### src/rtl/cr_cfg_seq_pkg.sv
// Shared types and constants for the configuration-load sequencer:
// state encoding, bus address map and per-standard word counts.
package cr_pkg;

  typedef enum logic [2:0] {
    ST_IDLE,
    ST_CTRL,
    ST_LDP,
    ST_DATA,
    ST_FIN,
    ST_ABRT
  } state_t;

  localparam logic [1:0] ADR_CTRL = 2'b00;
  localparam logic [1:0] ADR_VEC  = 2'b01;

  localparam logic [7:0] WC_STD0 = 8'd4;
  localparam logic [7:0] WC_STD1 = 8'd16;
  localparam logic [7:0] WC_STD2 = 8'd128;
  localparam logic [7:0] WC_STD3 = 8'd0;

  function automatic logic [7:0] word_count(input logic [1:0] std);
    case (std)
      2'b00:   word_count = WC_STD0;
      2'b01:   word_count = WC_STD1;
      2'b10:   word_count = WC_STD2;
      default: word_count = WC_STD3;
    endcase
  endfunction

endpackage

### src/rtl/cr_cfg_seq_if.sv
// Command, allocation-word stream and register-bus signals of the sequencer.
// master is the sequencer's view; slave is the surrounding system's view.
interface cr_cfg_seq_if;
  logic        CMD_STB;
  logic [1:0]  CMD_STD;
  logic        CMD_RDY;
  logic [31:0] WD_DAT;
  logic        WD_STB;
  logic        WD_ACK;
  logic [31:0] DAT_O;
  logic [1:0]  ADR_O;
  logic        WE_O;
  logic        STB_O;
  logic        ACK_I;
  logic        VEC_LD;
  logic        DONE;
  logic        ERR;

  modport master (
    input  CMD_STB, CMD_STD, WD_DAT, WD_STB, ACK_I,
    output CMD_RDY, WD_ACK, DAT_O, ADR_O, WE_O, STB_O, VEC_LD, DONE, ERR
  );

  modport slave (
    output CMD_STB, CMD_STD, WD_DAT, WD_STB, ACK_I,
    input  CMD_RDY, WD_ACK, DAT_O, ADR_O, WE_O, STB_O, VEC_LD, DONE, ERR
  );
endinterface

### src/rtl/cr_cfg_seq.sv
// Configuration-load sequencer: writes the standard code to the control
// register, restarts the vector counter, then streams N words with ACK timeout.
module cr_cfg_seq
  import cr_pkg::*;
#(
  parameter int unsigned TMO_MAX = 255
) (
  input  logic          CLK_I,
  input  logic          RST_I,
  cr_cfg_seq_if.master  bus
);

  localparam int unsigned SW = (TMO_MAX < 2) ? 1 : $clog2(TMO_MAX + 1);
  localparam logic [SW-1:0] STALL_LAST = SW'(TMO_MAX - 1);

  state_t        state;
  state_t        next;
  logic [1:0]    std;
  logic [7:0]    cnt;
  logic [7:0]    wcnt;
  logic [SW-1:0] stall;

  logic        rdy;
  logic        stb;
  logic        we;
  logic [1:0]  adr;
  logic [31:0] dat;
  logic        wd_ack;
  logic        vec_ld;
  logic        done;
  logic        err;

  logic xfer;
  logic stalled;
  logic last_word;
  logic tmo;

  assign wcnt      = word_count(std);
  assign xfer      = stb & bus.ACK_I;
  assign stalled   = stb & ~bus.ACK_I;
  assign last_word = (cnt == wcnt - 8'd1);
  // Abort on the edge where this stall would make the count reach TMO_MAX.
  assign tmo       = stalled && (stall == STALL_LAST);

  always_ff @(posedge CLK_I) begin
    if (RST_I) begin
      state <= ST_IDLE;
      std   <= '0;
      cnt   <= '0;
      stall <= '0;
    end else begin
      state <= next;
      if (state == ST_IDLE && bus.CMD_STB) begin
        std <= bus.CMD_STD;
        cnt <= '0;
      end else if (state == ST_DATA && xfer) begin
        cnt <= cnt + 8'd1;
      end
      // Starved stream keeps STB_O low, so the stall count simply holds.
      if (next != state || xfer) begin
        stall <= '0;
      end else if (stalled) begin
        stall <= stall + SW'(1);
      end
    end
  end

  always_comb begin
    next = state;
    case (state)
      ST_IDLE: if (bus.CMD_STB) next = ST_CTRL;
      ST_CTRL: begin
        if (xfer)     next = ST_LDP;
        else if (tmo) next = ST_ABRT;
      end
      ST_LDP:  next = (wcnt == 8'd0) ? ST_FIN : ST_DATA;
      ST_DATA: begin
        if (xfer && last_word) next = ST_FIN;
        else if (tmo)          next = ST_ABRT;
      end
      ST_FIN:  next = ST_IDLE;
      ST_ABRT: next = ST_IDLE;
      default: next = ST_IDLE;
    endcase
  end

  always_comb begin
    rdy    = 1'b0;
    stb    = 1'b0;
    we     = 1'b0;
    adr    = '0;
    dat    = '0;
    wd_ack = 1'b0;
    vec_ld = 1'b0;
    done   = 1'b0;
    err    = 1'b0;
    case (state)
      ST_IDLE: rdy = 1'b1;
      ST_CTRL: begin
        stb = 1'b1;
        we  = 1'b1;
        adr = ADR_CTRL;
        dat = {30'b0, std};
      end
      ST_LDP:  vec_ld = 1'b1;
      ST_DATA: begin
        stb    = bus.WD_STB;
        we     = 1'b1;
        adr    = ADR_VEC;
        dat    = bus.WD_DAT;
        wd_ack = bus.WD_STB & bus.ACK_I;
      end
      ST_FIN:  done = 1'b1;
      ST_ABRT: err  = 1'b1;
      default: rdy  = 1'b0;
    endcase
  end

  assign bus.CMD_RDY = rdy;
  assign bus.STB_O   = stb;
  assign bus.WE_O    = we;
  assign bus.ADR_O   = adr;
  assign bus.DAT_O   = dat;
  assign bus.WD_ACK  = wd_ack;
  assign bus.VEC_LD  = vec_ld;
  assign bus.DONE    = done;
  assign bus.ERR     = err;

endmodule

### src/flat_wrapper.sv
// flat-port wrapper written by rule: the top's interface ports become plain ports
module cr_cfg_seq_flat import cr_pkg::*;
#(
  parameter int unsigned TMO_MAX = 255
)
  (CLK_I, RST_I, bus_CMD_STB, bus_CMD_STD, bus_WD_DAT, bus_WD_STB, bus_ACK_I, bus_CMD_RDY, bus_WD_ACK, bus_DAT_O, bus_ADR_O, bus_WE_O, bus_STB_O, bus_VEC_LD, bus_DONE, bus_ERR);
  cr_cfg_seq_if bus_i ();
  input  logic CLK_I;
  input  logic RST_I;
  input wire logic [$bits(bus_i.CMD_STB)-1:0] bus_CMD_STB;
  input wire logic [$bits(bus_i.CMD_STD)-1:0] bus_CMD_STD;
  input wire logic [$bits(bus_i.WD_DAT)-1:0] bus_WD_DAT;
  input wire logic [$bits(bus_i.WD_STB)-1:0] bus_WD_STB;
  input wire logic [$bits(bus_i.ACK_I)-1:0] bus_ACK_I;
  output wire logic [$bits(bus_i.CMD_RDY)-1:0] bus_CMD_RDY;
  output wire logic [$bits(bus_i.WD_ACK)-1:0] bus_WD_ACK;
  output wire logic [$bits(bus_i.DAT_O)-1:0] bus_DAT_O;
  output wire logic [$bits(bus_i.ADR_O)-1:0] bus_ADR_O;
  output wire logic [$bits(bus_i.WE_O)-1:0] bus_WE_O;
  output wire logic [$bits(bus_i.STB_O)-1:0] bus_STB_O;
  output wire logic [$bits(bus_i.VEC_LD)-1:0] bus_VEC_LD;
  output wire logic [$bits(bus_i.DONE)-1:0] bus_DONE;
  output wire logic [$bits(bus_i.ERR)-1:0] bus_ERR;
  assign bus_i.CMD_STB = bus_CMD_STB;
  assign bus_i.CMD_STD = bus_CMD_STD;
  assign bus_i.WD_DAT = bus_WD_DAT;
  assign bus_i.WD_STB = bus_WD_STB;
  assign bus_i.ACK_I = bus_ACK_I;
  assign bus_CMD_RDY = bus_i.CMD_RDY;
  assign bus_WD_ACK = bus_i.WD_ACK;
  assign bus_DAT_O = bus_i.DAT_O;
  assign bus_ADR_O = bus_i.ADR_O;
  assign bus_WE_O = bus_i.WE_O;
  assign bus_STB_O = bus_i.STB_O;
  assign bus_VEC_LD = bus_i.VEC_LD;
  assign bus_DONE = bus_i.DONE;
  assign bus_ERR = bus_i.ERR;
  cr_cfg_seq #(.TMO_MAX(TMO_MAX)) u_core (.CLK_I(CLK_I), .RST_I(RST_I), .bus(bus_i));
endmodule
### config.mk
export PLATFORM = sky130hd
export DESIGN_NAME = cr_cfg_seq_flat
export DESIGN_NICKNAME = d
export VERILOG_FILES = /design/src/rtl/cr_cfg_seq_pkg.sv /design/src/rtl/cr_cfg_seq_if.sv /design/src/rtl/cr_cfg_seq.sv /design/src/flat_wrapper.sv
export SDC_FILE = /design/constraint.sdc
export NUM_CORES = 1
export LEC_CHECK = 0
export ABC_AREA = 1
export CORE_UTILIZATION = 39
export CTS_CLUSTER_SIZE = 30
export DETAILED_ROUTE_END_ITERATION = 8
export PLACE_DENSITY_LB_ADDON = 0.1
export SKIP_LAST_GASP = 1
export SYNTH_ARGS = -nofsm -noshare
export SYNTH_HDL_FRONTEND = slang
export SYNTH_SLANG_ARGS = --single-unit
### constraint.sdc
create_clock -name CLK_I -period 1.95 [get_ports CLK_I]
set_clock_uncertainty 0.05 [all_clocks]
set_input_delay 0.2925 -clock CLK_I [delete_from_list [all_inputs] [get_ports CLK_I]]
set_output_delay 0.2925 -clock CLK_I [all_outputs]
set_load 0.05 [all_outputs]
==> out/qor.yml <==
synth_top_family_by_area: "simple AND/OR/NAND/NOR gates"
cts_resized: 0
placed_cells: 365
initial_utilization: 0.424
grt_start_max_net_pins: 32
rr_startpoint: "u_core.std[1]$_SDFFE_PP0P_"
clock_tree_buffer_depth: 2
totalNegativeSetupSlack_ns: 0
setup_viol: 0
critical_path.endpoint_type: "output port"
synth.lib_cells_used.distinct: 27
area.sequential_um2: 423
insertion_delay_ns: 0.25
number_of_inserted_diodes: 0
antenna_found_initial: 0
syn_nets: 286
synth-compound-area-share: 0.0859
layout_common_cells: "sky130_fd_sc_hd__inv_1, sky130_fd_sc_hd__nand2_1, sky130_fd_sc_hd__buf_12"
finalWorstSetupSlack_ns: 0.129
drt-total-wl_um: 4700
global_route.usage.total: 0.242
startpoint_type: "flop"
multi_input_gate_area_in_the_final_layout_um2: 881
max_freq_ghz: 0.549
min-delay-start: "u_core.cnt[1]$_SDFFE_PP0P_"
grt_pass1_wl_um: 7790
synth.ff_latch_count: 21
post_cts_hold_buffer_count: 0
synth_mux_area_frac: 0.00680
hold_end: "u_core.cnt[1]$_SDFFE_PP0P_"
detailroute.via_count: 1706
post_synth_main_area_contributors: "sky130_fd_sc_hd__dfxtp_1, sky130_fd_sc_hd__inv_1, sky130_fd_sc_hd__nor2_1, sky130_fd_sc_hd__nand2_1, sky130_fd_sc_hd__o21ai_0"
clkSlewWorstSetupHoldPaths_ns: 0.08
portBuffers: 78
first_pass_iters: 4
timing_hold_violations_final: 0
maxCapViolCount: 0
layout.filler_cells: 232
weighted_congestion_at_the_end_of_routability_driven_global_placement: 0.884
regToRegEndpoint: "u_core.stall[0]$_SDFFE_PP0P_"
grt_remaining_overflow: 0
cts_num_sinks: 21
ant_nets: 0
worst-r2r-setup-slack_ns: 0.23
tritoncts.num_buffers: 3
grt_setup_unrepaired: "no"
most_common_cell_after_layout_fill_and_taps_aside: "sky130_fd_sc_hd__inv_1"
vias_per_cell: 4.62
timing.final.crit_share: 0.934
worst-r2r-cell-count: 10
hpwl_um: 3870
average_wire_per_cell_in_the_routed_design_um: 12.7
setup_slack_after_placement_ns: 0.155
holdWs_ns: 0.439
cts.repair_timing.setup_buffer_count: 0
timing.critical_path.fanout_max: 31
placeableCoreArea_um2: 3470
post_synth_and_or_nand_nor_area_fraction: 0.371
netlist_area_um2: 1470
tritoncts: "done"
synth_adder_area_share: 0.0340
drtIter0Drc: 73
vdd_drop_max_mv: 0.551
netlist.top_cell.by_area: "sky130_fd_sc_hd__dfxtp_1"
layout_overhead_on_the_synthesized_area_pct: 92.3
final_routed_drc_violation_total: 0
grt_pass1_vias: 1629
outcome: "complete, no violations"
timing_max_transition_violations_final: 0
synth_flop_cell: "sky130_fd_sc_hd__dfxtp_1"
worst_endpoint_required_time_ns: 1.61
die-height_um: 63.4
die_area_um2: 4020
worstSetupPathType: "reg -> out"
netlist_instances: 243
io-pin-count: 80
yosysSeqAreaShare: 0.286
worstHoldPathType: "reg -> reg"
ys_warn_count: 0
power.static_leakage_nw: 1.23
avgSynthCellArea_um2: 6.06
clockRootBuffer: "sky130_fd_sc_hd__clkbuf_8"
power.density_nw_per_um2: 440
final.min_clock_period_ns: 1.82
drive_above_1_share: 0.279
async_flop_share: 0
final_cells: 369
std_cell_rows: 21
die_width_um: 63.4
synthDominantCellAreaShare: 0.286
min_delay_path_depth: 2
xor_xnor_cell_area_share_of_the_yosys_netlist: 0.0476
finish.utilization: 0.816
synth_edf_count: 0
clock_tree.htree_level_count: 1
nets: 367
critical_path_arrival_ns: 1.48
worst max path at each step:
stage / slack (ns) / cells after the start / end / startpoint
after floorplan: -0.27 / 5 / bus_DAT_O[10] / u_core.state[1]$_SDFF_PP0_
after CTS: 0.02 / 6 / bus_DAT_O[22] / u_core.state[1]$_SDFF_PP0_
after global routing: 0.01 / 6 / bus_DAT_O[23] / u_core.state[0]$_SDFF_PP0_
after detailed placement: 0.16 / 8 / u_core.stall[0]$_SDFFE_PP0P_ / bus_WD_STB
final: 0.13 / 6 / bus_DAT_O[13] / u_core.state[0]$_SDFF_PP0_
after global placement: 0.21 / 8 / u_core.stall[5]$_SDFFE_PP0P_ / bus_WD_STB
report_power, final:
part | total (W) | internal [W] | switching [W]
sequential | 0.000459 | 0.000442 | 0.0000168
combinational | 0.000513 | 0.000228 | 0.000285
clock | 0.000274 | 0.000145 | 0.000129
cells by family (layout without fill, tap and decap cells):
logic type / count (synthesis) / after routing
mux: 1 / 1
compound gates: 24 / 24
other cells: 1 / 1
simple gates: 120 / 120
buf+inv: 64 / 144
flops: 21 / 21
fa+ha+maj: 4 / 4
xor+xnor: 8 / 8
flip-flops by register name, summed over array words and instances (netlist names):
signal and flops:
u_core.cnt 8, u_core.stall 8, u_core.std 2, u_core.state 3
final cells by class:
class,instances,share of cell area
clock buffer,4,0.0159
inverter,60,0.0801
multi-input combinational,158,0.311
sequential,21,0.149
tap,46,0.0203
timing repair buffer,80,0.423
synthesized netlist by cell type, types with 2 or more instances:
library cell	n
sky130_fd_sc_hd__o21ai_0	12
sky130_fd_sc_hd__nor2_1	53
sky130_fd_sc_hd__dfxtp_1	21
sky130_fd_sc_hd__clkbuf_1	3
sky130_fd_sc_hd__xor2_1	6
sky130_fd_sc_hd__nand2_2	3
sky130_fd_sc_hd__nor3_1	6
sky130_fd_sc_hd__inv_2	2
sky130_fd_sc_hd__nor2_4	2
sky130_fd_sc_hd__ha_1	4
sky130_fd_sc_hd__xnor2_1	2
sky130_fd_sc_hd__nand2_1	40
sky130_fd_sc_hd__nor2_2	2
sky130_fd_sc_hd__a21oi_1	10
sky130_fd_sc_hd__nand4_1	3
sky130_fd_sc_hd__nand3_1	7
sky130_fd_sc_hd__inv_1	57
metal layers:
metal | track usage | share of wire
met1 | 0.315 | 0.45
met5 | 0 | 0
met3 | 0.0435 | 0.077
met4 | 0.0540 | 0.0096
met2 | 0.410 | 0.46
stage by stage:
stage	power, W	instance area [um2]
after floorplan	0.000728	1480
after global placement	0.000959	2720
after detailed placement	0.000970	2720
after CTS	0.00124	2760
after global routing	0.00131	2830
final	0.00125	2830
worst max-delay path, cell delays in order, from the launching register on:
cell,delay (ns)
sky130_fd_sc_hd__dfxtp_1,0.43
sky130_fd_sc_hd__nand2_2,0.10
sky130_fd_sc_hd__nor2_4,0.08
sky130_fd_sc_hd__inv_1,0.07
sky130_fd_sc_hd__buf_12,0.18
sky130_fd_sc_hd__nor2_1,0.19
sky130_fd_sc_hd__buf_12,0.17
No activity file was read; power rests on OpenSTA's default activity.
==> RTL change 1, RTL diff (same settings) <==
`TMO_MAX` is set to 255 in 2 places; all go to 510.
--- a/src/rtl/cr_cfg_seq.sv
+++ b/src/rtl/cr_cfg_seq.sv
@@ -5,3 +5,3 @@
 #(
-  parameter int unsigned TMO_MAX = 255
+  parameter int unsigned TMO_MAX = 510
 ) (
--- a/src/flat_wrapper.sv
+++ b/src/flat_wrapper.sv
@@ -3,3 +3,3 @@
 #(
-  parameter int unsigned TMO_MAX = 255
+  parameter int unsigned TMO_MAX = 510
 )
Behaviour: no difference found for any inputs over 10 cycles, from zero or initial values and one cycle with RST_I high; that may be too few to reach the edited logic, so the function may still have changed.
==> RTL change 1 against the unedited design <==
The flow now finishes with violations (negative setup slack); sequential cell count rose by 1; total power rose by 7.8%; worst setup slack got worse by 0.14 ns; fmax fell by 6.9%; synthesized area rose by 5.0%; final cell count rose by 1.9%; final area rose by 5.5%; wire length rose by 4.2%; critical path depth rose by 5; critical endpoint is now u_core.stall[0]$_SDFFE_PP0P_; largest cell class unchanged; largest power group unchanged.
==> RTL change 1: results (changes against the unedited design) <==
<table>
<tr><th>Metric</th><th>Value</th></tr>
<tr><th colspan="2">Worst setup path</th></tr>
<tr><td>Maximum single-stage delay on the critical path</td><td>0.37 ns (was 0.43 ns)</td></tr>
<tr><td>Worst path arrival time</td><td>2.10 ns (was 1.48 ns)</td></tr>
<tr><td>Slowest CP cell</td><td>sky130_fd_sc_hd__dfxtp_4 (was sky130_fd_sc_hd__dfxtp_1)</td></tr>
<tr><th colspan="2">Place</th></tr>
<tr><td>Placement-stage cell area</td><td>2800 um2 (was 2720 um2)</td></tr>
<tr><th colspan="2">Layout</th></tr>
<tr><td>Area occupied by multi-input gates</td><td>1000 um2 (was 881 um2)</td></tr>
<tr><td>Number of multi-input combinational cells</td><td>162 (was 158)</td></tr>
<tr><td>Seq Cell Count</td><td>22 (was 21)</td></tr>
<tr><td>Inverter count</td><td>58 (was 60)</td></tr>
<tr><td>Share of final-layout standard cells stronger than drive strength 1</td><td>0.311 (was 0.279)</td></tr>
<tr><td>Filler cell count</td><td>263 (was 232)</td></tr>
<tr><td>Clock buffer and inverter area fraction after layout</td><td>0.0138 (was 0.0159)</td></tr>
<tr><th colspan="2">Power</th></tr>
<tr><td>Logic pwr share</td><td>0.430 (was 0.412)</td></tr>
<tr><td>Switching power of the nets</td><td>0.000491 W (was 0.000430 W)</td></tr>
<tr><td>Power per unit of standard cell area</td><td>450 nW/um2 (was 440 nW/um2)</td></tr>
<tr><th colspan="2">Yosys</th></tr>
<tr><td>Multiplexer share of the synthesized area</td><td>0 (was 0.00680)</td></tr>
<tr><td>Share of the synthesized area in compound gates (AO/OA/AOI/OAI)</td><td>0.0664 (was 0.0859)</td></tr>
<tr><td>Adder-cell share of the synthesized area</td><td>0.0324 (was 0.0340)</td></tr>
<tr><td>XOR/XNOR share of the synthesized area</td><td>0.0453 (was 0.0476)</td></tr>
<tr><td>Commonest cells post-synth</td><td>sky130_fd_sc_hd__inv_1, sky130_fd_sc_hd__nor2_1, sky130_fd_sc_hd__nand2_1, sky130_fd_sc_hd__dfxtp_1, sky130_fd_sc_hd__o21ai_0 (unchanged)</td></tr>
<tr><th colspan="2">Global route</th></tr>
<tr><td>Met1 track demand over resource</td><td>0.234 (was 0.315)</td></tr>
<tr><td>Number of global-route vias before repair</td><td>1722 (was 1629)</td></tr>
<tr><th colspan="2">Outcome</th></tr>
<tr><td>Violated checks</td><td>negative setup slack</td></tr>
<tr><td>Result of the run</td><td>complete, but fails checks (was complete, no violations)</td></tr>
<tr><th colspan="2">STA</th></tr>
<tr><td>Post-route setup TNS</td><td>-0.00738 ns (was 0 ns)</td></tr>
<tr><td>Final setup margin</td><td>-0.00626 ns (was 0.129 ns)</td></tr>
<tr><td>Final setup vio count</td><td>3 (was 0)</td></tr>
<tr><th colspan="2">Drt</th></tr>
<tr><td>Drt via density</td><td>4.91 (was 4.62)</td></tr>
<tr><td>Routed length on met1</td><td>1.77 mm (was 2.11 mm)</td></tr>
</table>
-- RTL change 1: stage by stage --
step / setup WS, ns / instances / hold slack (ns) / power (W)
CTS: 0.0126 / 373 / 0.440 / 0.00128
detailed placement: 0.0389 / 370 / 0.429 / 0.00101
floorplan: -0.161 / 245 / 0.312 / 0.000759
global placement: 0.0947 / 370 / 0.420 / 0.000995
finish: -0.00626 / 376 / 0.444 / 0.00134
global route: -0.0462 / 376 / 0.463 / 0.00140
-- RTL change 1: path summary, 6_finish.rpt --
kind	slack, ns	startpoint	end	cells past startpoint
hold / removal	0.44	u_core.cnt[7]$_SDFFE_PP0P_	u_core.cnt[7]$_SDFFE_PP0P_	2
setup / recovery	-0.006	u_core.std[0]$_SDFFE_PP0P_	u_core.stall[0]$_SDFFE_PP0P_	11
hold reg to reg	0.44	u_core.cnt[7]$_SDFFE_PP0P_	u_core.cnt[7]$_SDFFE_PP0P_	2
setup reg to reg	-0.006	u_core.std[0]$_SDFFE_PP0P_	u_core.stall[0]$_SDFFE_PP0P_	11
==> RTL change 2, RTL diff (same flow settings) <==
Without the edit above. Re-encode `state_t` (6 states) as one-hot, 6 bits wide.
--- a/src/rtl/cr_cfg_seq_pkg.sv
+++ b/src/rtl/cr_cfg_seq_pkg.sv
@@ -4,9 +4,9 @@
 
-  typedef enum logic [2:0] {
-    ST_IDLE,
-    ST_CTRL,
-    ST_LDP,
-    ST_DATA,
-    ST_FIN,
-    ST_ABRT
+  typedef enum logic [5:0] {
+    ST_IDLE = 6'b000001,
+    ST_CTRL = 6'b000010,
+    ST_LDP  = 6'b000100,
+    ST_DATA = 6'b001000,
+    ST_FIN  = 6'b010000,
+    ST_ABRT = 6'b100000
   } state_t;
Check against the original RTL: no difference found for any inputs over 10 cycles, from zero or initial values and one cycle with RST_I high; not proved beyond that.
==> RTL change 2 against the unedited design <==
Via count increased by 18%; clock power increased by 24%; final area increased by 17%; synthesized area increased by 25%; sequential cell count increased by 3; sequential power increased by 12%; wire length increased by 9.8%; critical endpoint is now bus_WD_ACK; combinational power decreased by 41%; worst setup slack got worse by 0.037 ns; non-clock buffer count increased by 4; the flow now finishes with violations (design-rule violations); total power decreased by 7.4%.
==> RTL change 2: results (changes against the unedited design) <==
<table>
<tr><th>Metric</th><th>Value</th></tr>
<tr><th colspan="2">Outcome</th></tr>
<tr><td>Result of the run</td><td>complete, but fails checks (was complete, no violations)</td></tr>
<tr><td>Violated checks</td><td>design-rule violations</td></tr>
<tr><th colspan="2">Drt</th></tr>
<tr><td>Detail Route met3 WL</td><td>387 um (was 362 um)</td></tr>
<tr><td>Total DRC errors in the routed layout</td><td>26 (was 0)</td></tr>
<tr><td>Pre-antenna DRT Iters</td><td>7 (was 4)</td></tr>
<tr><th colspan="2">Yosys</th></tr>
<tr><td>Multiplexer share of the synthesized area</td><td>0 (was 0.00680)</td></tr>
<tr><td>Fraction of synthesized cell area taken by the top area cell type</td><td>0.261 (was 0.286)</td></tr>
<tr><td>Post-synthesis instance total</td><td>289 (was 243)</td></tr>
<tr><td>Adder-cell share of the synthesized area</td><td>0.0204 (was 0.0340)</td></tr>
<tr><td>Portion of the post-synthesis area used by sequential elements</td><td>0.261 (was 0.286)</td></tr>
<tr><td>Commonest cells post-synth</td><td>sky130_fd_sc_hd__inv_1, sky130_fd_sc_hd__nor2_1, sky130_fd_sc_hd__nand2_1, sky130_fd_sc_hd__dfxtp_1, sky130_fd_sc_hd__nand3_1 (was sky130_fd_sc_hd__inv_1, sky130_fd_sc_hd__nor2_1, sky130_fd_sc_hd__nand2_1, sky130_fd_sc_hd__dfxtp_1, sky130_fd_sc_hd__o21ai_0)</td></tr>
<tr><td>XOR/XNOR share of the synthesized area</td><td>0.0333 (was 0.0476)</td></tr>
<tr><th colspan="2">Global route</th></tr>
<tr><td>Total global-route track usage</td><td>0.211 (was 0.242)</td></tr>
<tr><td>Met2 GRT Util</td><td>0.361 (was 0.410)</td></tr>
<tr><td>Met1 track demand over resource</td><td>0.279 (was 0.315)</td></tr>
<tr><td>Wire length of the first global-routing pass</td><td>8.51 mm (was 7.79 mm)</td></tr>
<tr><th colspan="2">Power</th></tr>
<tr><td>Worst VDD drop</td><td>0.000522 V (was 0.000551 V)</td></tr>
<tr><td>Share of total power consumed by net switching</td><td>0.290 (was 0.345)</td></tr>
<tr><th colspan="2">Worst setup path</th></tr>
<tr><td>Worst R2R Setup Slack</td><td>0.13 ns (was 0.23 ns)</td></tr>
<tr><td>Worst setup path start</td><td>u_core.state[5]$_SDFF_PP0_ (was u_core.state[0]$_SDFF_PP0_)</td></tr>
<tr><td>Maximum single-stage delay on the critical path</td><td>0.35 ns (was 0.43 ns)</td></tr>
<tr><td>Worst path arrival time</td><td>1.51 ns (was 1.48 ns)</td></tr>
<tr><th colspan="2">STA</th></tr>
<tr><td>Final-layout worst hold slack</td><td>0.428 ns (was 0.439 ns)</td></tr>
<tr><th colspan="2">Place</th></tr>
<tr><td>Placed Cells incl. Taps</td><td>419 (was 365)</td></tr>
<tr><td>Half-perimeter wire length after detailed placement</td><td>4.22 mm (was 3.87 mm)</td></tr>
<tr><th colspan="2">Clock network</th></tr>
<tr><td>Resized cells post-CTS</td><td>16 (was 0)</td></tr>
</table>
[RTL change 2: cell types whose count changed in the layout (fill, tap and decap cells not counted), moves of 4 or more]
cell and delta:
sky130_fd_sc_hd__inv_1 +10, sky130_fd_sc_hd__nand2_1 +6, sky130_fd_sc_hd__nor2_1 -8, sky130_fd_sc_hd__nor2_2 +5, sky130_fd_sc_hd__o21ai_0 -6, sky130_fd_sc_hd__nor2_4 +4
sky130_fd_sc_hd__a21oi_1 +5, sky130_fd_sc_hd__nand3_1 +11, sky130_fd_sc_hd__nor3_2 +8
[RTL change 2: cell families after synthesis]
| kind of cell | Yosys count |
|---|---|
| and+or+nand+nor | 154 |
| buffers and inverters | 76 |
| AOI/OAI and AO/OA | 24 |
| DFF | 24 |
| xor gates and xnor gates | 7 |
| adders and majority gates | 3 |
| other | 1 |
[RTL change 2: final cells by class]
class                   count  area (um2)
repair buffers             84        1240
inverters                  72         270
fillers                   334        1150
well taps                  52        65.1
flip-flops and latches     24         485
multi-input cells         189        1180
clock buffers               4        55.1
